File: src/rtl/taxi_prbs_mon_pkg.sv
`default_nettype none
// +----------------------------------------------------------------------+
// | taxi_prbs_mon_pkg: lock FSM state encoding and popcount helper        |
// | Revision: 1.0                                                         |
// +----------------------------------------------------------------------+
package taxi_prbs_mon_pkg;

  localparam int MAX_POP_W = 64;

  typedef enum logic [0:0] {
    ST_HUNT   = 1'b0,
    ST_LOCKED = 1'b1
  } state_e;

  function automatic int unsigned popcount(input logic [MAX_POP_W-1:0] v);
    int unsigned n;
    n = 0;
    for (int i = 0; i < MAX_POP_W; i++) begin
      n += {31'd0, v[i]};
    end
    return n;
  endfunction

endpackage
`default_nettype wire

File: src/rtl/taxi_lfsr_prbs_check.sv
`default_nettype none
// +----------------------------------------------------------------------+
// | taxi_lfsr_prbs_check: self-synchronising feed-forward PRBS checker    |
// | Revision: 1.0                                                         |
// +----------------------------------------------------------------------+
module taxi_lfsr_prbs_check #(
  parameter int               LFSR_W      = 31,
  parameter logic [LFSR_W-1:0] LFSR_POLY  = 31'h10000001,
  parameter logic [LFSR_W-1:0] LFSR_INIT  = '1,
  parameter logic             LFSR_GALOIS = 1'b0,
  parameter logic             REVERSE     = 1'b0,
  parameter logic             INVERT      = 1'b1,
  parameter int               DATA_W      = 8
) (
  input  logic              clk,
  input  logic              rst,
  input  logic [DATA_W-1:0] data_in,
  input  logic              data_in_valid,
  output logic [DATA_W-1:0] data_out
);

  logic [LFSR_W-1:0] state_q, state_d;
  logic [DATA_W-1:0] err_q, err_d;
  logic [LFSR_W-1:0] st;
  logic              b;
  logic              e;
  int                idx;

  // The state is loaded from received bits, so any corruption flushes out after LFSR_W bits.
  always_comb begin
    state_d = state_q;
    err_d   = err_q;
    st      = state_q;
    b       = 1'b0;
    e       = 1'b0;
    idx     = 0;
    if (data_in_valid) begin
      for (int i = 0; i < DATA_W; i++) begin
        idx = REVERSE ? i : (DATA_W - 1 - i);
        b   = data_in[idx] ^ INVERT;
        if (LFSR_GALOIS) begin
          e  = b ^ st[LFSR_W-1];
          st = {st[LFSR_W-2:0], 1'b0} ^ (b ? LFSR_POLY : '0);
        end else begin
          e  = b ^ (^(st & LFSR_POLY));
          st = {b, st[LFSR_W-1:1]};
        end
        err_d[idx] = e;
      end
      state_d = st;
    end
  end

  always_ff @(posedge clk) begin
    if (rst) begin
      state_q <= LFSR_INIT;
      err_q   <= '0;
    end else begin
      state_q <= state_d;
      err_q   <= err_d;
    end
  end

  assign data_out = err_q;

endmodule
`default_nettype wire

File: src/rtl/taxi_prbs_mon.sv
`default_nettype none
// +----------------------------------------------------------------------+
// | taxi_prbs_mon: PRBS RX monitor with lock FSM and error statistics     |
// | Revision: 1.0                                                         |
// +----------------------------------------------------------------------+
module taxi_prbs_mon
  import taxi_prbs_mon_pkg::*;
#(
  parameter int               LFSR_W      = 31,
  parameter logic [LFSR_W-1:0] LFSR_POLY  = 31'h10000001,
  parameter logic [LFSR_W-1:0] LFSR_INIT  = '1,
  parameter logic             LFSR_GALOIS = 1'b0,
  parameter logic             REVERSE     = 1'b0,
  parameter logic             INVERT      = 1'b1,
  parameter int               DATA_W      = 8,
  parameter int               CNT_W       = 32,
  parameter int               LOCK_CNT    = 64,
  parameter int               WINDOW      = 256,
  parameter int               UNLOCK_ERR  = 16
) (
  input  logic              clk,
  input  logic              rst,
  input  logic [DATA_W-1:0] data_in,
  input  logic              data_in_valid,
  input  logic              clear,
  output logic              locked,
  output logic              lock_loss,
  output logic              err_word,
  output logic [CNT_W-1:0]  err_cnt,
  output logic [CNT_W-1:0]  word_cnt
);

  localparam int PC_W  = $clog2(DATA_W + 1);
  localparam int CL_W  = $clog2(LOCK_CNT + 1);
  localparam int WN_W  = $clog2(WINDOW + 1);
  localparam int SUM_W = CNT_W + 1;

  localparam logic [CL_W-1:0] C_LOCK_CNT   = CL_W'(LOCK_CNT);
  localparam logic [WN_W-1:0] C_WINDOW     = WN_W'(WINDOW);
  localparam logic [WN_W-1:0] C_UNLOCK_ERR = WN_W'(UNLOCK_ERR);

  logic [DATA_W-1:0] chk_err;
  logic              chk_valid_q, chk_valid_d;
  logic [PC_W-1:0]   pc;
  logic              word_bad;

  state_e            state_q, state_d;
  logic [CL_W-1:0]   clean_q, clean_d, clean_nxt;
  logic [WN_W-1:0]   win_q, win_d, win_nxt;
  logic [WN_W-1:0]   bad_q, bad_d, bad_nxt;
  logic [CNT_W-1:0]  err_cnt_q, err_cnt_d;
  logic [CNT_W-1:0]  word_cnt_q, word_cnt_d;
  logic [SUM_W-1:0]  err_sum, word_sum;
  logic              locked_q, locked_d;
  logic              lock_loss_q, lock_loss_d;
  logic              err_word_q, err_word_d;

  taxi_lfsr_prbs_check #(
    .LFSR_W      (LFSR_W),
    .LFSR_POLY   (LFSR_POLY),
    .LFSR_INIT   (LFSR_INIT),
    .LFSR_GALOIS (LFSR_GALOIS),
    .REVERSE     (REVERSE),
    .INVERT      (INVERT),
    .DATA_W      (DATA_W)
  ) u_check (
    .clk           (clk),
    .rst           (rst),
    .data_in       (data_in),
    .data_in_valid (data_in_valid),
    .data_out      (chk_err)
  );

  assign chk_valid_d = data_in_valid;
  assign pc          = PC_W'(popcount(MAX_POP_W'(chk_err)));
  assign word_bad    = (pc != '0);

  always_comb begin
    state_d     = state_q;
    clean_d     = clean_q;
    win_d       = win_q;
    bad_d       = bad_q;
    lock_loss_d = 1'b0;
    err_word_d  = chk_valid_q && word_bad;
    clean_nxt   = word_bad ? '0 : clean_q + 1'b1;
    win_nxt     = win_q + 1'b1;
    bad_nxt     = bad_q + WN_W'(word_bad);
    // A clear restarts from zero but still keeps the increment of this cycle's word.
    err_sum     = clear ? '0 : {1'b0, err_cnt_q};
    word_sum    = clear ? '0 : {1'b0, word_cnt_q};
    if (chk_valid_q) begin
      case (state_q)
        ST_HUNT: begin
          if (clean_nxt == C_LOCK_CNT) begin
            state_d = ST_LOCKED;
            clean_d = '0;
            win_d   = '0;
            bad_d   = '0;
          end else begin
            clean_d = clean_nxt;
          end
        end
        ST_LOCKED: begin
          err_sum  = err_sum + SUM_W'(pc);
          word_sum = word_sum + SUM_W'(1);
          if (bad_nxt == C_UNLOCK_ERR) begin
            state_d     = ST_HUNT;
            lock_loss_d = 1'b1;
            clean_d     = '0;
            win_d       = '0;
            bad_d       = '0;
          end else if (win_nxt == C_WINDOW) begin
            win_d = '0;
            bad_d = '0;
          end else begin
            win_d = win_nxt;
            bad_d = bad_nxt;
          end
        end
        default: state_d = ST_HUNT;
      endcase
    end
    err_cnt_d  = err_sum[CNT_W]  ? '1 : err_sum[CNT_W-1:0];
    word_cnt_d = word_sum[CNT_W] ? '1 : word_sum[CNT_W-1:0];
    locked_d   = (state_d == ST_LOCKED);
  end

  always_ff @(posedge clk) begin
    if (rst) begin
      chk_valid_q <= 1'b0;
      state_q     <= ST_HUNT;
      clean_q     <= '0;
      win_q       <= '0;
      bad_q       <= '0;
      err_cnt_q   <= '0;
      word_cnt_q  <= '0;
      locked_q    <= 1'b0;
      lock_loss_q <= 1'b0;
      err_word_q  <= 1'b0;
    end else begin
      chk_valid_q <= chk_valid_d;
      state_q     <= state_d;
      clean_q     <= clean_d;
      win_q       <= win_d;
      bad_q       <= bad_d;
      err_cnt_q   <= err_cnt_d;
      word_cnt_q  <= word_cnt_d;
      locked_q    <= locked_d;
      lock_loss_q <= lock_loss_d;
      err_word_q  <= err_word_d;
    end
  end

  assign locked    = locked_q;
  assign lock_loss = lock_loss_q;
  assign err_word  = err_word_q;
  assign err_cnt   = err_cnt_q;
  assign word_cnt  = word_cnt_q;

endmodule
`default_nettype wire

File: config.mk
export PLATFORM = sky130hd
export DESIGN_NAME = taxi_prbs_mon
export DESIGN_NICKNAME = d
export VERILOG_FILES = /design/src/rtl/taxi_prbs_mon_pkg.sv /design/src/rtl/taxi_lfsr_prbs_check.sv /design/src/rtl/taxi_prbs_mon.sv
export SDC_FILE = /design/constraint.sdc
export NUM_CORES = 1
export LEC_CHECK = 0
export ABC_AREA = 1
export CAP_MARGIN = 5
export CORE_UTILIZATION = 50
export CTS_CLUSTER_SIZE = 10
export DETAILED_ROUTE_END_ITERATION = 10
export PLACE_DENSITY = 0.8
export SLEW_MARGIN = 20
export SYNTH_ARGS = -nofsm -noshare
export SYNTH_HDL_FRONTEND = slang
export SYNTH_HIERARCHICAL = 1
export SYNTH_SLANG_ARGS = --single-unit
File: constraint.sdc
create_clock -name clk -period 7.1 [get_ports clk]
set_input_delay 1.42 -clock clk [delete_from_list [all_inputs] [get_ports clk]]
set_output_delay 1.42 -clock clk [all_outputs]
set_load 0.01 [all_outputs]
==> summary.md, run 1 <==
| Metric | Value |
|---|---|
| Vias/cell | 5.05 |
| WL final | 18.6 mm |
| Initial antenna violation count | 0 |
| Hold Path Class | reg2reg |
| Area of the multi-input gates | 4260 um2 |
| I/O pins | 79 |
| # fillers | ~1400 |
| Unique masters post-synth | 44 |
| H-tree levels | 4 |
| Residual DRC | 0 |
| Critical path capture point type | flop |
| Setup TNS Final | 0 ns |
| First-pass GRT wire length | 31.4 mm |
| Period minus WS final | ~5.2 ns |
| WL per Instance | 12.5 um |
| Clk buf depth | 2 |
| Layout overhead on the synthesized area | 17.1% |
| Row Count | 45 |
| Final ANT Viol Nets | 0 |
| Pint | 1.31 mW |
| PostCTS Resize Cnt | 0 |
| Kind of critical path | reg2reg |
| P_leak | roughly 4.1 nW |
| Cell taking the most area after synthesis | dfxtp_1 |
| Number of global-route vias before repair | 6878 |
| Synth top area cells | dfxtp_1, nand2_1, nor2_1 |
| # port buffers | between 70 and 80 |
| Share of cells above drive strength 1 | 8.12% |
| CTS Hold Bufs | 0 |
| Switching pwr | 501 uW |
| Worst-path cell chain | fa_1, inv_1, fa_1, fa_1, inv_1, ha_1, inv_1, fa_1, inv_1, nor2_1, nand3_1, ha_1, ha_1, or2_2, nor2_1, nand3_1, nor2_1, nand3_1, nand2_1, nand2_2, nand2_1, nand2_1, nor2_1 |
| Drt pass-1 iters | 5 |
| Max Cap Violations | 0 |
| Fin. Hold Viols | 0 |
| Post-DP HPWL | 12.8 mm |
| Register area share after synthesis | 33.6% |
| Worst skew pair latency | between 0.4 and 0.5 ns |
| Worst endpoint required time | between 7 and 8 ns |
| Yosys warns | 6 |
| Top-area cell type share of the netlist area | 33.6% |
| Mapped Avg Cell Area | 6.57 um2 |
| CP Max Fanout | 8 |
| All-Layer GR Usage | 23.9% |
| Clock buffer count from CTS | 17 |
| Register area | 2640 um2 |
| Peak Freq | 193 MHz |
| Starting Density | 51.5% |
| Crit path arrival time | 5.56 ns |
| Final worst-path cycle share | between 70% and 80% |
| Clock sink count | 132 |
| Vias | 7472 |
| Outcome | finished clean |
| CP Launch Type | flop |
| Largest stage delay, worst path | roughly 0.54 ns |
| Clock slew at reported path FFs | 0.07 ns |
| Clock Power Share | 47.2% |
| Post-CTS Setup Bufs | 0 |
| Actual slew at the worst max-slew pin | 0.959 ns |
| Setup violations, final | 0 |
| Slew headroom | 36.1% |
| CTS root buffer | clkbuf_16 |
| Core area | 15300 um2 |
| Max-slew violation count | 0 |
| PD cells | 197 nW/um2 |
| Place WS | about 1.9 ns |
| Synthesized flop and latch total | 132 |
| Gr ovfl total | 0 |
| PnR worst setup slack | 1.91 ns |
| RSZ-0062 raised after global routing | no |
| TritonCTS clock tree | built |
| Worst Clk Skew | 0.00985 ns |
| Syn_nets | 1225 |
| Post-synthesis instance area | 7860 um2 |
| Largest net degree at the start of global routing | 81 |
| Antenna Cells | 0 |
| Synth Instances | 1196 |
| Die X | between 100 and 150 um |
| DIE AREA | 16200 um2 |
| Sequential Power Share | a little over two fifths |
| Comb pwr share | 9.9% |
| Nets | 1284 |
| Die Height | 127 um |
| Crit path buf inv count | 4 |
| Gp weighted congestion | 0.920 |
| Crit path max-delay family | adder cells |
| Switching share of power | around 28% |
| Iter 0 DRT Violations | 576 |
| VDD IR max | ~210 uV |
| CP max stage cell | fa_1 |
-- worst min-delay path: cells and delay by family, from the launching register on --
family | cells | cell delay [ns]
simple gates | 2 | 0.11
flops | 1 | 0.32
-- cell families (layout without fill, tap and decap cells) --
logic type	after synthesis	count (layout)	share of synthesized area, %
and+or+nand+nor	665	665	37.1
adders and majority gates	17	17	3.19
DFF	132	132	33.6
buffers and inverters	216	288	12.2
xor gates and xnor gates	45	45	5.02
AOI/OAI and AO/OA	121	121	8.86
-- routing by layer --
metal | vias up | track usage (%) | share of wire (%)
met5 | - | 0 | 0
met4 | 0 | 7.77 | 1.5
met3 | 33 | 4.90 | 4.5
met2 | 178 | 39.8 | 46
met1 | 3393 | 31.0 | 48
li1 | 3868 | - | -
-- final timing paths --
kind / start / to / slack [ns] / cells past startpoint
worst max-delay path: u_check/data_out[0] / clean_q[6] / 1.91 / 23
worst min register to register: u_check/state_q[16] / u_check/state_q[16] / 0.46 / 2
worst max register to register: u_check/data_out[0] / clean_q[6] / 1.91 / 23
worst min-delay path: u_check/state_q[16] / u_check/state_q[16] / 0.46 / 2
-- cell usage in the layout, fill, tap and decap left out, types with 3 or more instances in the layout --
cell type        netlist  routed
nand2_1              312     312
nor2_1               167     167
inv_1                166     166
dfxtp_1              132     132
nand3_1               98      98
clkdlybuf4s50_1        0      77
a21oi_1               66      66
xor2_1                23      23
nand4_1               22      22
xnor2_1               22      22
o21ai_0               20      20
nor2_2                18      18
clkbuf_16              0      17
nor3_1                15      15
a21oi_2               14      14
o21ai_1               13      13
ha_1                  12      12
nand2_2                8       8
inv_6                  0       6
nand3_2                5       5
fa_1                   5       5
buf_4                  6       5
inv_2                  4       4
o21bai_1               4       4
nand3b_1               4       4
clkinvlp_4             0       4
nor3_4                 3       3
o211ai_2               3       3
-- state kept, by name (all words and copies together), names as in the netlist --
| signal | count |
|---|---|
| locked | 1 |
| err_cnt | 32 |
| win_q | 9 |
| word_cnt | 32 |
| lock_loss | 1 |
| err_word | 1 |
| u_check/state_q | 31 |
| u_check/data_out | 8 |
| clean_q | 7 |
| chk_valid_q | 1 |
| bad_q | 9 |
-- through the flow --
step	utilization (%)	hold slack, ns	power (mW)	area [um2]	instances
after global routing	60.3	0.479	1.89	9200	1479
final	60.3	0.460	1.82	9200	1479
after CTS	60.3	0.461	1.82	9200	1479
after global placement	56.6	0.439	0.969	8630	1447
after detailed placement	56.6	0.444	0.973	8630	1447
after floorplan	-	0.429	0.938	7860	1196
-- cell usage after synthesis, drive strengths merged --
cell,n
a21oi,80
and2,1
buf,32
clkbuf,11
clkinv,2
dfxtp,132
fa,5
ha,12
inv,171
nand2,321
nand3,103
nand3b,5
nand4,23
nor2,187
nor3,20
nor4,2
o211a,1
o211ai,3
o21ai,33
o21bai,4
or2,3
xnor2,22
xor2,23
-- area by class of cell --
type | count | area share (%)
clock inverters | 15 | 1.59
clock buffers | 17 | 4.62
well taps | 211 | 2.87
inverters | 173 | 7.10
repair buffers | 83 | 8.84
flip-flops and latches | 132 | 28.7
multi-input cells | 848 | 46.3
-- power groups by stage --
stage | registers [mW] | logic, mW | clock network [mW]
floorplan | 0.790 | 0.148 | 0
detailed placement | 0.795 | 0.178 | 0
finish | 0.779 | 0.179 | 0.857
global placement | 0.795 | 0.174 | 0
CTS | 0.779 | 0.180 | 0.865
global route | 0.782 | 0.209 | 0.902
Power figures use the tool's default switching activity.
==> run 2, diff against run 1 <==
==> constraint.sdc (replaced) <==
create_clock -name clk -period 5.2 [get_ports clk]
set_input_delay 1.04 -clock clk [delete_from_list [all_inputs] [get_ports clk]]
set_output_delay 1.04 -clock clk [all_outputs]
set_load 0.01 [all_outputs]
==> summary.md, run 2 (synthesis gave the netlist of run 1 again) <==
| Metric | Value |
|---|---|
| Layout Cells excl Fill | 1482 |
| Setup TNS Final | 0 ns |
| H-tree levels | 4 |
| Actual slew at the worst max-slew pin | 0.988 ns |
| VDD IR max | 229 uV |
| CTS Hold Bufs | 0 |
| Crit path buf inv count | 4 |
| CP max stage cell | fa_1 |
| Period minus WS final | ~4.8 ns |
| Clk buf depth | 2 |
| PnR worst setup slack | approximately 0.37 ns |
| RSZ-0062 raised after global routing | no |
| Switching pwr | 683 uW |
| Place WS | 0.253 ns |
| Core area | approximately 15000 um2 |
| Post-layout util | 60.5% |
| Worst Clk Skew | 0.00578 ns |
| Slew headroom | around 34% |
| CP Max Fanout | 8 |
| First-pass GRT wire length | between 30 and 40 mm |
| Placed Instances | 1450 |
| Number of global-route vias before repair | 7143 |
| Worst-path cell chain | fa_1, inv_1, fa_1, fa_1, inv_1, ha_1, inv_1, fa_1, inv_1, nor2_1, nand3_2, ha_1, ha_1, or2_2, nor2_1, nand3_1, nor2_1, nand3_1, nand2_2, nand2_2, nand2_1, a21oi_1 |
| Setup violations, final | 0 |
| Critical path capture point type | flop |
| WL final | about 19 mm |
| Pint | 1.80 mW |
| DIE AREA | 16200 um2 |
| Gr ovfl total | 0 |
| Vias/cell | 5.10 |
| Final ANT Viol Nets | 0 |
| Row Count | 45 |
| PD cells | 269 nW/um2 |
| # port buffers | 78 |
| Post-CTS Setup Bufs | 0 |
| PostCTS Resize Cnt | 0 |
| Fin. Hold Viols | 0 |
| I/O pins | about 80 |
| P_leak | 4.10 nW |
| Commonest cells after routing, fill and taps aside | nand2_1, nor2_1, inv_1 |
| Outcome | finished clean |
| Final worst-path cycle share | a little over 90% |
| Hold Path Class | reg2reg |
| Share of cells above drive strength 1 | about 8.5% |
| Die Height | 127 um |
| Peak Freq | 207 MHz |
| Gp weighted congestion | 0.905 |
| Comb pwr share | between 10% and 20% |
| Largest net degree at the start of global routing | roughly 80 |
| Antenna Cells | 0 |
| Placed Area | 8650 um2 |
| Max-slew violation count | 0 |
| Nets | 1287 |
| All-Layer GR Usage | 24.5% |
| Hold WS | 0.457 ns |
| Kind of critical path | reg2reg |
| Switching share of power | 27.5% |
| Total power | 2.48 mW |
| Most common cell after layout, fill and taps aside | nand2_1 |
| CP Launch Type | flop |
| Initial antenna violation count | 0 |
| Sequential Power Share | 42.9% |
| Clock slew at reported path FFs | 0.06 ns |
| Starting Density | 51.5% |
| Residual DRC | 0 |
| WL per Instance | 12.7 um |
| Post-DP HPWL | 13.0 mm |
| Worst endpoint required time | 5.46 ns |
| Vias | 7554 |
| Drt pass-1 iters | 5 |
| Max Cap Violations | 0 |
| Clock sink count | ~130 |
| Clock Power Share | 47.0% |
| CTS root buffer | clkbuf_16 |
| Crit path max-delay family | adder cells |
| Clock buffer count from CTS | 17 |
| Iter 0 DRT Violations | 562 |
| TritonCTS clock tree | built |
| Crit path arrival time | between 5 and 6 ns |
| Largest stage delay, worst path | 0.53 ns |
| Final Cell Area | roughly 9200 um2 |
| Die X | 127 um |
| Worst skew pair latency | approximately 0.43 ns |
| Layout overhead on the synthesized area | 17.6% |
## run 2: path summary, 6_finish.rpt
| check | start | end | slack [ns] | cells after the start |
|---|---|---|---|---|
| max reg2reg | u_check/data_out[0] | clean_q[4] | 0.37 | 22 |
| max | u_check/data_out[0] | clean_q[4] | 0.37 | 22 |
| min reg2reg | u_check/state_q[19] | u_check/state_q[19] | 0.46 | 2 |
| min | u_check/state_q[19] | u_check/state_q[19] | 0.46 | 2 |
## run 2: cell type report
| cell class | instances | area, um2 |
|---|---|---|
| Clock inverter | 15 | 149 |
| Inverter | 173 | 653 |
| Fill cell | 1396 | 6020 |
| Sequential cell | 132 | 2640 |
| Tap cell | 211 | 264 |
| Timing Repair Buffer | 86 | 836 |
| Clock buffer | 17 | 425 |
| Multi-Input combinational cell | 848 | 4260 |
## run 2: worst reg2reg max path, stage by stage (launching register included)
cell	delay [ns]
dfxtp_1	0.32
fa_1	0.53
inv_1	0.05
fa_1	0.50
fa_1	0.41
inv_1	0.06
ha_1	0.15
inv_1	0.05
fa_1	0.47
inv_1	0.08
nor2_1	0.16
nand3_2	0.14
ha_1	0.24
ha_1	0.29
or2_2	0.29
nor2_1	0.10
nand3_1	0.09
nor2_1	0.10
nand3_1	0.11
nand2_2	0.18
nand2_2	0.15
nand2_1	0.12
a21oi_1	0.08
## run 2: power by group through the flow
stage	combinational (mW)	sequential (mW)	clock, mW
after floorplan	0.202	1.08	0
after global placement	0.239	1.08	0
after detailed placement	0.246	1.09	0
after CTS	0.249	1.06	1.18
after global routing	0.297	1.07	1.23
final	0.251	1.06	1.17
## run 2: routing by layer
layer,vias up,global-route usage (%),wire length (um)
met4,0,9.17,278
met3,26,5.65,970
li1,3870,-,-
met1,3445,29.8,8490
met2,213,42.0,9040
met5,-,0,0
